==> src/rtl/marauder_pkg.sv <==
// Shared constants for the multi-port ALU register file: write-port indices and default geometry.
package marauder_pkg;

    localparam int NUM_WR         = 2;
    localparam int WP_ALU         = 0;
    localparam int WP_LOAD        = 1;
    localparam int DEFAULT_DATA_W = 8;
    localparam int DEFAULT_DEPTH  = 8;

endpackage

==> src/rtl/regfile_bypass_mux.sv <==
// One read port: selects write-bypass data over stored data (load beats ALU) and masks busy on a load hit.
module regfile_bypass_mux
    import marauder_pkg::*;
#(
    parameter int DATA_W = DEFAULT_DATA_W,
    parameter int ADDR_W = 3
) (
    input  logic [ADDR_W-1:0] rd_addr_i,
    input  logic [NUM_WR-1:0] wr_ok_i,
    input  logic [ADDR_W-1:0] wr_addr_alu_i,
    input  logic [ADDR_W-1:0] wr_addr_load_i,
    input  logic [DATA_W-1:0] wr_data_alu_i,
    input  logic [DATA_W-1:0] wr_data_load_i,
    input  logic [DATA_W-1:0] stored_data_i,
    input  logic              stored_busy_i,
    output logic [DATA_W-1:0] rd_data_o,
    output logic              rd_busy_o
);

    logic hit_alu;
    logic hit_load;

    // wr_ok_i is already qualified for range and the zero register, so no hit can occur there.
    assign hit_alu  = wr_ok_i[WP_ALU]  && (wr_addr_alu_i  == rd_addr_i);
    assign hit_load = wr_ok_i[WP_LOAD] && (wr_addr_load_i == rd_addr_i);

    always_comb begin
        rd_data_o = stored_data_i;
        if (hit_load) begin
            rd_data_o = wr_data_load_i;
        end else if (hit_alu) begin
            rd_data_o = wr_data_alu_i;
        end
    end

    assign rd_busy_o = stored_busy_i && !hit_load;

endmodule

==> src/rtl/alu_regfile_mp.sv <==
// Multi-port register file with ALU/load writeback, same-cycle bypass, optional zero register and load scoreboard.
module alu_regfile_mp
    import marauder_pkg::*;
#(
    parameter int DATA_W   = DEFAULT_DATA_W,
    parameter int DEPTH    = DEFAULT_DEPTH,
    parameter int NUM_RD   = 2,
    parameter bit ZERO_REG = 1'b1,
    localparam int ADDR_W  = $clog2(DEPTH),
    localparam int NSLOT   = 1 << ADDR_W
) (
    input  logic                     clk,
    input  logic                     rst_n,
    input  logic [NUM_WR-1:0]        wr_en,
    input  logic [NUM_WR*ADDR_W-1:0] wr_addr,
    input  logic [NUM_WR*DATA_W-1:0] wr_data,
    input  logic [NUM_RD*ADDR_W-1:0] rd_addr,
    output logic [NUM_RD*DATA_W-1:0] rd_data,
    output logic [NUM_RD-1:0]        rd_busy,
    input  logic                     mark_en,
    input  logic [ADDR_W-1:0]        mark_addr,
    output logic                     waw_err
);

    // Storage spans every encodable address; slots at or above DEPTH are never written and stay 0.
    logic [DATA_W-1:0] mem_q [NSLOT];
    logic [DATA_W-1:0] mem_d [NSLOT];
    logic [NSLOT-1:0]  busy_q;
    logic [NSLOT-1:0]  busy_d;
    logic              waw_q;
    logic              waw_d;

    logic [ADDR_W-1:0] wa [NUM_WR];
    logic [DATA_W-1:0] wd [NUM_WR];
    logic [NUM_WR-1:0] wr_ok;
    logic              mark_ok;

    function automatic logic addr_ok(input logic [ADDR_W-1:0] a);
        return (int'(a) < DEPTH) && !(ZERO_REG && (a == '0));
    endfunction

    always_comb begin
        for (int p = 0; p < NUM_WR; p++) begin
            wa[p]    = wr_addr[p*ADDR_W +: ADDR_W];
            wd[p]    = wr_data[p*DATA_W +: DATA_W];
            wr_ok[p] = wr_en[p] && addr_ok(wa[p]);
        end
        mark_ok = mark_en && addr_ok(mark_addr);
    end

    always_comb begin
        mem_d  = mem_q;
        busy_d = busy_q;
        for (int r = 0; r < NSLOT; r++) begin
            if (wr_ok[WP_LOAD] && (wa[WP_LOAD] == ADDR_W'(r))) begin
                mem_d[r]  = wd[WP_LOAD];
                busy_d[r] = 1'b0;
            end else if (wr_ok[WP_ALU] && (wa[WP_ALU] == ADDR_W'(r))) begin
                mem_d[r] = wd[WP_ALU];
            end
            // A new load issued to the same register supersedes the one completing now.
            if (mark_ok && (mark_addr == ADDR_W'(r))) begin
                busy_d[r] = 1'b1;
            end
        end
        waw_d = wr_ok[WP_ALU] && busy_q[wa[WP_ALU]]
                && !(wr_ok[WP_LOAD] && (wa[WP_LOAD] == wa[WP_ALU]));
    end

    always_ff @(posedge clk or negedge rst_n) begin
        if (!rst_n) begin
            for (int r = 0; r < NSLOT; r++) begin
                mem_q[r] <= '0;
            end
            busy_q <= '0;
            waw_q  <= 1'b0;
        end else begin
            mem_q  <= mem_d;
            busy_q <= busy_d;
            waw_q  <= waw_d;
        end
    end

    assign waw_err = waw_q;

    for (genvar i = 0; i < NUM_RD; i++) begin : g_rd
        logic [ADDR_W-1:0] ra;
        assign ra = rd_addr[i*ADDR_W +: ADDR_W];

        regfile_bypass_mux #(
            .DATA_W(DATA_W),
            .ADDR_W(ADDR_W)
        ) u_mux (
            .rd_addr_i      (ra),
            .wr_ok_i        (wr_ok),
            .wr_addr_alu_i  (wa[WP_ALU]),
            .wr_addr_load_i (wa[WP_LOAD]),
            .wr_data_alu_i  (wd[WP_ALU]),
            .wr_data_load_i (wd[WP_LOAD]),
            .stored_data_i  (mem_q[ra]),
            .stored_busy_i  (busy_q[ra]),
            .rd_data_o      (rd_data[i*DATA_W +: DATA_W]),
            .rd_busy_o      (rd_busy[i])
        );
    end

endmodule
==> config.mk <==
export PLATFORM = sky130hd
export DESIGN_NAME = alu_regfile_mp
export DESIGN_NICKNAME = d
export VERILOG_FILES = /design/src/rtl/marauder_pkg.sv /design/src/rtl/regfile_bypass_mux.sv /design/src/rtl/alu_regfile_mp.sv
export SDC_FILE = /design/constraint.sdc
export NUM_CORES = 1
export LEC_CHECK = 0
export ABC_AREA = 0
export CORE_MARGIN = 1.5
export CORE_UTILIZATION = 50
export DETAILED_ROUTE_END_ITERATION = 12
export GPL_ROUTABILITY_DRIVEN = 0
export PLACE_DENSITY = 0.73
export SYNTH_ARGS = -nofsm -noshare
export SYNTH_HDL_FRONTEND = slang
export SYNTH_SLANG_ARGS = --single-unit
export TNS_END_PERCENT = 20
==> constraint.sdc <==
create_clock -name clk -period 2.6 [get_ports clk]
set_clock_uncertainty 0.1 [all_clocks]
set_input_delay 0.52 -clock clk [delete_from_list [all_inputs] [get_ports clk]]
set_output_delay 0.52 -clock clk [all_outputs]
set_load 0.005 [all_outputs]
==> results.cfg, run 1 <==
[sta]
final_hold_viol_count = 0
worst_slack_ns = -0.119
slew_headroom = 0.672
min_period_ns = 2.72
timing.final.crit_share = 1.05
rsz0062_at_grt = yes
timing.final.setup_violations = 16
totalNegativeSetupSlack_ns = -1.09
fmax_mhz = 368
worst_slew_pin_slew_ns = 0.488
timing_max_transition_violations_final = 0

[yosys]
synth_largest_type_area_fraction = 0.348
netlist_area_um2 = 5250
syn_avg_cell_area_um2 = 10.3
async_flop_share = 1.00
synth.net_count = 545
top_cell_type_by_total_area_after_synthesis = dfrtp_1
synth-seq-area-share = 0.348
ys_types = 45
synthTopCellsByArea = dfrtp_1 35%, mux4_2 16%, mux2i_1 11%
syn_inst = 509
synth_register_bits = 73
ys_dominant_reg_cell = dfrtp_1
number_of_enable_type_register_cells_in_the_synthesized_netlist = 0
yosys_warnings = 0

[clocking]
cts_htree_levels = 3
clock_path_buffers = 2
worstSkewPairLatency_ns = 0.36
cts-buffers-inserted = 9
clk_transition_reported_paths_ns = 0.11
cts-root-buf = clkbuf_8
cts.sink_count = 73
cts_tree = built

[routing]
detail_route.vias_per_cell = 6.52
drt_drc_violations_left = 0
top_layer = met4
detail_route.iter0.violations = 675
met3_wirelength_um = 1790
met2WireLength_um = 8770
drt-met1-wl_um = 6970
drt-wirelength-per-cell_um = 24.5
drt_pre_antenna_iters = 7
postRouteAntennaNets = 0
route.vias.total = 5037
route.final.wire_length_um = 18900

[floorplanning]
core_area_um2 = 10200
io-pin-count = 55
die_h_um = 105
start_util = 0.513
placement_rows = 37
die_x_um = 105
design.die.area_um2 = 11100

[power]
leakagePower_uw = 0.00323
worst_ir_drop_vdd_uv = 431
report.power.total_uw = 3970
power_density_nw_per_um2 = 531

[finish]
layout-drive-gt1-share = 0.462
syn2layout_area_growth_pct = 42.7
layout.cells.most_common = buf_4
design.final.nets = 668
antennaDiodeCount = 0
most-common-layout-cells = 92 x buf_4, 73 x dfrtp_1, 59 x mux2i_1

[critical_path]
worst_setup_path_end_kind = primary output
setup.worst_path.end = rd_data[4]
critical_path_peak_fanout = 8
crit_path_start = wr_addr[2]
launching_point_of_the_worst_reg2reg_path = busy_q[7]$_DFFE_PN0P_
worst-endpoint-required_ns = 1.98
timing.setup.critical_path_class = input pin to primary output
timing.reg2reg.setup_slack_ns = 1.24
crit_path_start_kind = input pin
r2r-end = waw_err$_DFF_PN0_
worst-endpoint-arrival_ns = 2.10
reg2reg_depth = 3

[grt]
grtUsageTotal = 0.345
first_pass_grt_wire_length_um = 28700
grt_overflow_total = 0
number_of_global_route_vias_before_repair = 5043
initial_antenna_violation_count = 0
grt_max_degree = 74

[placement]
port-buffer-count = 54
dp_slack_ns = -0.921
hpwl_um = 11700

[flow_run]
timing.max_cap.violations = 0

[run_status]
status = finished with violations
violations = negative setup slack

[worst_hold_path]
hp-class = input pin to asynchronous set/reset pin
critical path: stages:
cell and delay (ns):
buf_6 0.10, or3b_4 0.40, a2111oi_4 0.33, buf_4 0.19, buf_12 0.14, nor3_2 0.06
o31ai_4 0.21, buf_2 0.14
sequential cells by signal (all words and copies together) (netlist names):
name / count
busy_q: 8
waw_err: 1
mem_q: 64
final cells by class:
cell class | instances | area, um^2
fill | 653 | 2750
clock buffer | 10 | 138
sequential | 73 | 1830
tap | 136 | 170
inverter | 6 | 25.0
multi-input combinational | 365 | 3630
timing repair buffer | 177 | 1620
clock inverter | 6 | 75.1
repair_timing:
item                                    CTS  global route
setup buffers                            19            11
pin swaps                                29            16
hold buffers                              0             0
gates resized for setup                 213            22
endpoints found under the setup margin   18            18
cloned                                    5             0
kinds of logic (layout without fill, tap and decap cells):
family | count (synthesis) | count (layout) | synth area share
mux | 104 | 104 | 0.289
flops | 73 | 73 | 0.348
xor+xnor | 12 | 12 | 0.0200
simple gates | 128 | 129 | 0.122
compound gates | 120 | 120 | 0.157
buf+inv | 72 | 199 | 0.0637
power by group:
group / switching, uW / internal [uW] / total, uW
Sequential: 185 / 1340 / 1530
Clock: 507 / 483 / 991
Combinational: 684 / 773 / 1460
worst min path at each step:
stage	start	to	slack, ns	cells after the start
floorplan	rst_n	busy_q[0]$_DFFE_PN0P_	0.12	0
global placement	mem_q[59]$_DFFE_PN0P_	mem_q[59]$_DFFE_PN0P_	0.28	0
detailed placement	mem_q[62]$_DFFE_PN0P_	mem_q[62]$_DFFE_PN0P_	0.28	0
CTS	rst_n	busy_q[7]$_DFFE_PN0P_	0.07	2
global route	rst_n	busy_q[7]$_DFFE_PN0P_	0.09	2
finish	rst_n	busy_q[5]$_DFFE_PN0P_	0.03	2
per-stage QoR:
| stage | hold slack [ns] | cells | cell area (um^2) | utilization |
|---|---|---|---|---|
| final | 0.0297 | 773 | 7480 | 0.731 |
| after floorplan | 0.124 | 509 | 5250 | - |
| after global placement | 0.280 | 726 | 6520 | 0.637 |
| after global routing | 0.0863 | 773 | 7480 | 0.731 |
| after CTS | 0.0731 | 764 | 7370 | 0.720 |
| after detailed placement | 0.283 | 726 | 6520 | 0.637 |
cell usage after synthesis (8+ instances only):
master     n
dfrtp_1   73
mux2i_1   59
mux4_2    37
nor2_1    36
o21ai_0   36
a21oi_1   35
nand2_1   35
buf_2     21
buf_1     19
clkbuf_1  17
nand3_1   11
o31ai_1   11
nor2b_1    9
o31ai_2    9
a221oi_1   8
buf_4      8
mux2_2     8
nor3_1     8
nor4_1     8
o21ba_2    8
routing by layer:
layer  vias up  track usage
met5         -            0
met4         0        0.195
met3       100       0.0649
met2       339        0.554
met1      2464        0.439
li1       2134            -
(Power assumes the default switching activity.)
==> run 2, diff against run 1 <==
SYNTH_HIERARCHICAL = 1   (was not set)
==> results.cfg, run 2 <==
[power]
leakagePower_uw = 0.00312
worst_ir_drop_vdd_uv = 342
share_comb_of_total_power = 0.357
power_switching_share = 0.323
power.internal_uw = 2560
fraction_of_power_consumed_by_sequential_logic = 0.408
power_density_nw_per_um2 = 558
proportion_of_power_drawn_by_the_clock_network = 0.235
power.net_switching_uw = 1220

[finish]
registers.top_by_ff_count = mem_q
post-route-cell-area_um2 = 6770
layout.cells.most_common = buf_4
multiInputGateArea_um2 = 3120
most-common-layout-cells = 80 x buf_4, 73 x dfrtp_1, 68 x mux2i_1
design.final.nets = 617
final_cells = 719
largest_reg_flops = 64
antennaDiodeCount = 0
syn2layout_area_growth_pct = 32.6
layout-drive-gt1-share = 0.381
fill_cells = 710
regArea_um2 = 1830

[routing]
route.final.wire_length_um = 17100
drt-wirelength-per-cell_um = 23.8
detail_route.iter0.violations = 520
drt_drc_violations_left = 0
drt_pre_antenna_iters = 10
postRouteAntennaNets = 0
route.vias.total = 4557
detail_route.vias_per_cell = 6.34

[sta]
timing.final.crit_share = 1.02
fmax_mhz = 376
final.hold.worst_slack_ns = 0.155
worst_slew_pin_slew_ns = 0.862
slew_headroom = 0.425
timing.final.setup_violations = 9
min_period_ns = 2.66
worst_slack_ns = -0.0577
rsz0062_at_grt = yes
timing_max_transition_violations_final = 0
final_hold_viol_count = 0

[placement]
port-buffer-count = 54
hpwl_um = 10400
place_inst = 660
dp_slack_ns = -0.845
placed_cell_area_um2 = 6150

[yosys]
syn_avg_cell_area_um2 = 11.2
synth_largest_type_area_fraction = 0.358
top_cell_type_by_total_area_after_synthesis = dfrtp_1
synth_register_bits = 73
number_of_enable_type_register_cells_in_the_synthesized_netlist = 0
yosys_warnings = 6
ys_types = 31
synthTopCellsByArea = dfrtp_1 36%, mux4_1 19%, mux2i_1 14%
syn_inst = 454
async_flop_share = 1.00
synth.net_count = 490
ys_dominant_reg_cell = dfrtp_1
netlist_area_um2 = 5100
synth_common_cells = 73 x dfrtp_1, 73 x mux2i_1, 48 x a21oi_1, 48 x nor2_1, 36 x mux4_1
synth-seq-area-share = 0.358

[grt]
number_of_global_route_vias_before_repair = 4408
initial_antenna_violation_count = 0
grt_overflow_total = 0
grt_max_degree = 35
first_pass_grt_wire_length_um = 25500
grtUsageTotal = 0.318

[clocking]
cts-root-buf = clkbuf_8
clk_transition_reported_paths_ns = 0.08
cts-buffers-inserted = 9
cts_htree_levels = 3
clock_path_buffers = 2
cts-hold-fix-buffers = 0
worstSkewPairLatency_ns = 0.36
cts_tree = built
cts.sink_count = 73

[critical_path]
reg2reg_depth = 4
worst-endpoint-arrival_ns = 2.04
launching_point_of_the_worst_reg2reg_path = busy_q[7]$_DFFE_PN0P_
worst_setup_path_end_kind = primary output
timing.reg2reg.setup_slack_ns = 1.12
r2r-end = waw_err$_DFF_PN0_
worst-endpoint-required_ns = 1.98
crit_path_start_kind = input pin
crit_path_start = rd_addr[0]
setup.worst_path.end = rd_data[1]
critical_path_peak_fanout = 8
timing.setup.critical_path_class = input pin to primary output

[floorplanning]
design.die.area_um2 = 10800
die_x_um = 104
placement_rows = 36
io-pin-count = 55
die_h_um = 104
core_area_um2 = 9820
start_util = 0.520

[run_status]
status = finished with violations
violations = negative setup slack

[flow_run]
timing.max_cap.violations = 0

[worst_hold_path]
hp-class = input pin to asynchronous set/reset pin
## run 2: changes by cell type in the layout (fill, tap and decap cells not counted), moves of 9 or more
cell,previous run,this run
buf_4,92,80
nor2_1,33,45
mux4_2,37,26
mux4_1,0,10
o31ai_4,10,0
mux2i_1,59,68
o31ai_2,9,0
## run 2: cells by family (layout without fill, tap and decap cells)
family	count (synthesis)	after routing	synth area share
flip-flops	73	73	0.358
XOR/XNOR	15	15	0.0257
AND/OR/NAND/NOR	105	105	0.107
AO/OA/AOI/OAI	84	84	0.0877
multiplexers	128	128	0.370
buffers and inverters	49	181	0.0510
## run 2: worst min path at each step
| stage | slack (ns) | from | end |
|---|---|---|---|
| floorplan | 0.12 | rst_n | busy_q[0]$_DFFE_PN0P_ |
| global placement | 0.27 | mem_q[62]$_DFFE_PN0P_ | mem_q[62]$_DFFE_PN0P_ |
| detailed placement | 0.28 | mem_q[56]$_DFFE_PN0P_ | mem_q[56]$_DFFE_PN0P_ |
| CTS | 0.17 | rst_n | waw_err$_DFF_PN0_ |
| global route | 0.21 | rst_n | waw_err$_DFF_PN0_ |
| finish | 0.16 | rst_n | waw_err$_DFF_PN0_ |
## run 2: stage by stage
step | power [uW] | setup TNS (ns) | utilization
after global placement | 2670 | -14.03 | 0.627
after CTS | 3660 | -1.07 | 0.682
after floorplan | 2180 | 0 | -
final | 3780 | -0.254 | 0.689
after global routing | 3950 | -0.680 | 0.689
after detailed placement | 2730 | -14.44 | 0.627
## run 2: worst max-delay path, stage by stage
cell and delay (ns):
buf_12 0.12, buf_16 0.14, buf_4 0.16, xnor2_4 0.18, nand4_4 0.19, buf_12 0.20
mux2i_4 0.19, a21oi_4 0.19, buf_2 0.14
## run 2: routing by layer
| layer | routed length, um | vias up | global-route usage |
|---|---|---|---|
| li1 | - | 1935 | - |
| met1 | 6580 | 2236 | 0.427 |
| met2 | 8000 | 311 | 0.486 |
| met3 | 1760 | 75 | 0.0683 |
| met4 | 747 | 0 | 0.164 |
| met5 | 0 | - | 0 |
## run 2: repair_timing
action | in CTS | in global routing
resized for setup | 138 | 58
buffers inserted | 32 | 10
cloned | 3 | 0
endpoints found under the setup margin | 18 | 18
pin swaps | 13 | 15
## run 2: cell type report
class	instances	share of cell area
multi-input cells	332	0.462
flip-flops and latches	73	0.270
repair buffers	161	0.214
well taps	133	0.0246
clock buffers	10	0.0189
clock inverters	6	0.00869
inverters	4	0.00222
## run 2: power groups by stage
stage	Clock [uW]	Sequential, uW	Combinational, uW
floorplan	0	1470	712
global placement	0	1510	1150
detailed placement	0	1540	1190
CTS	902	1520	1240
global route	955	1570	1430
finish	887	1540	1350
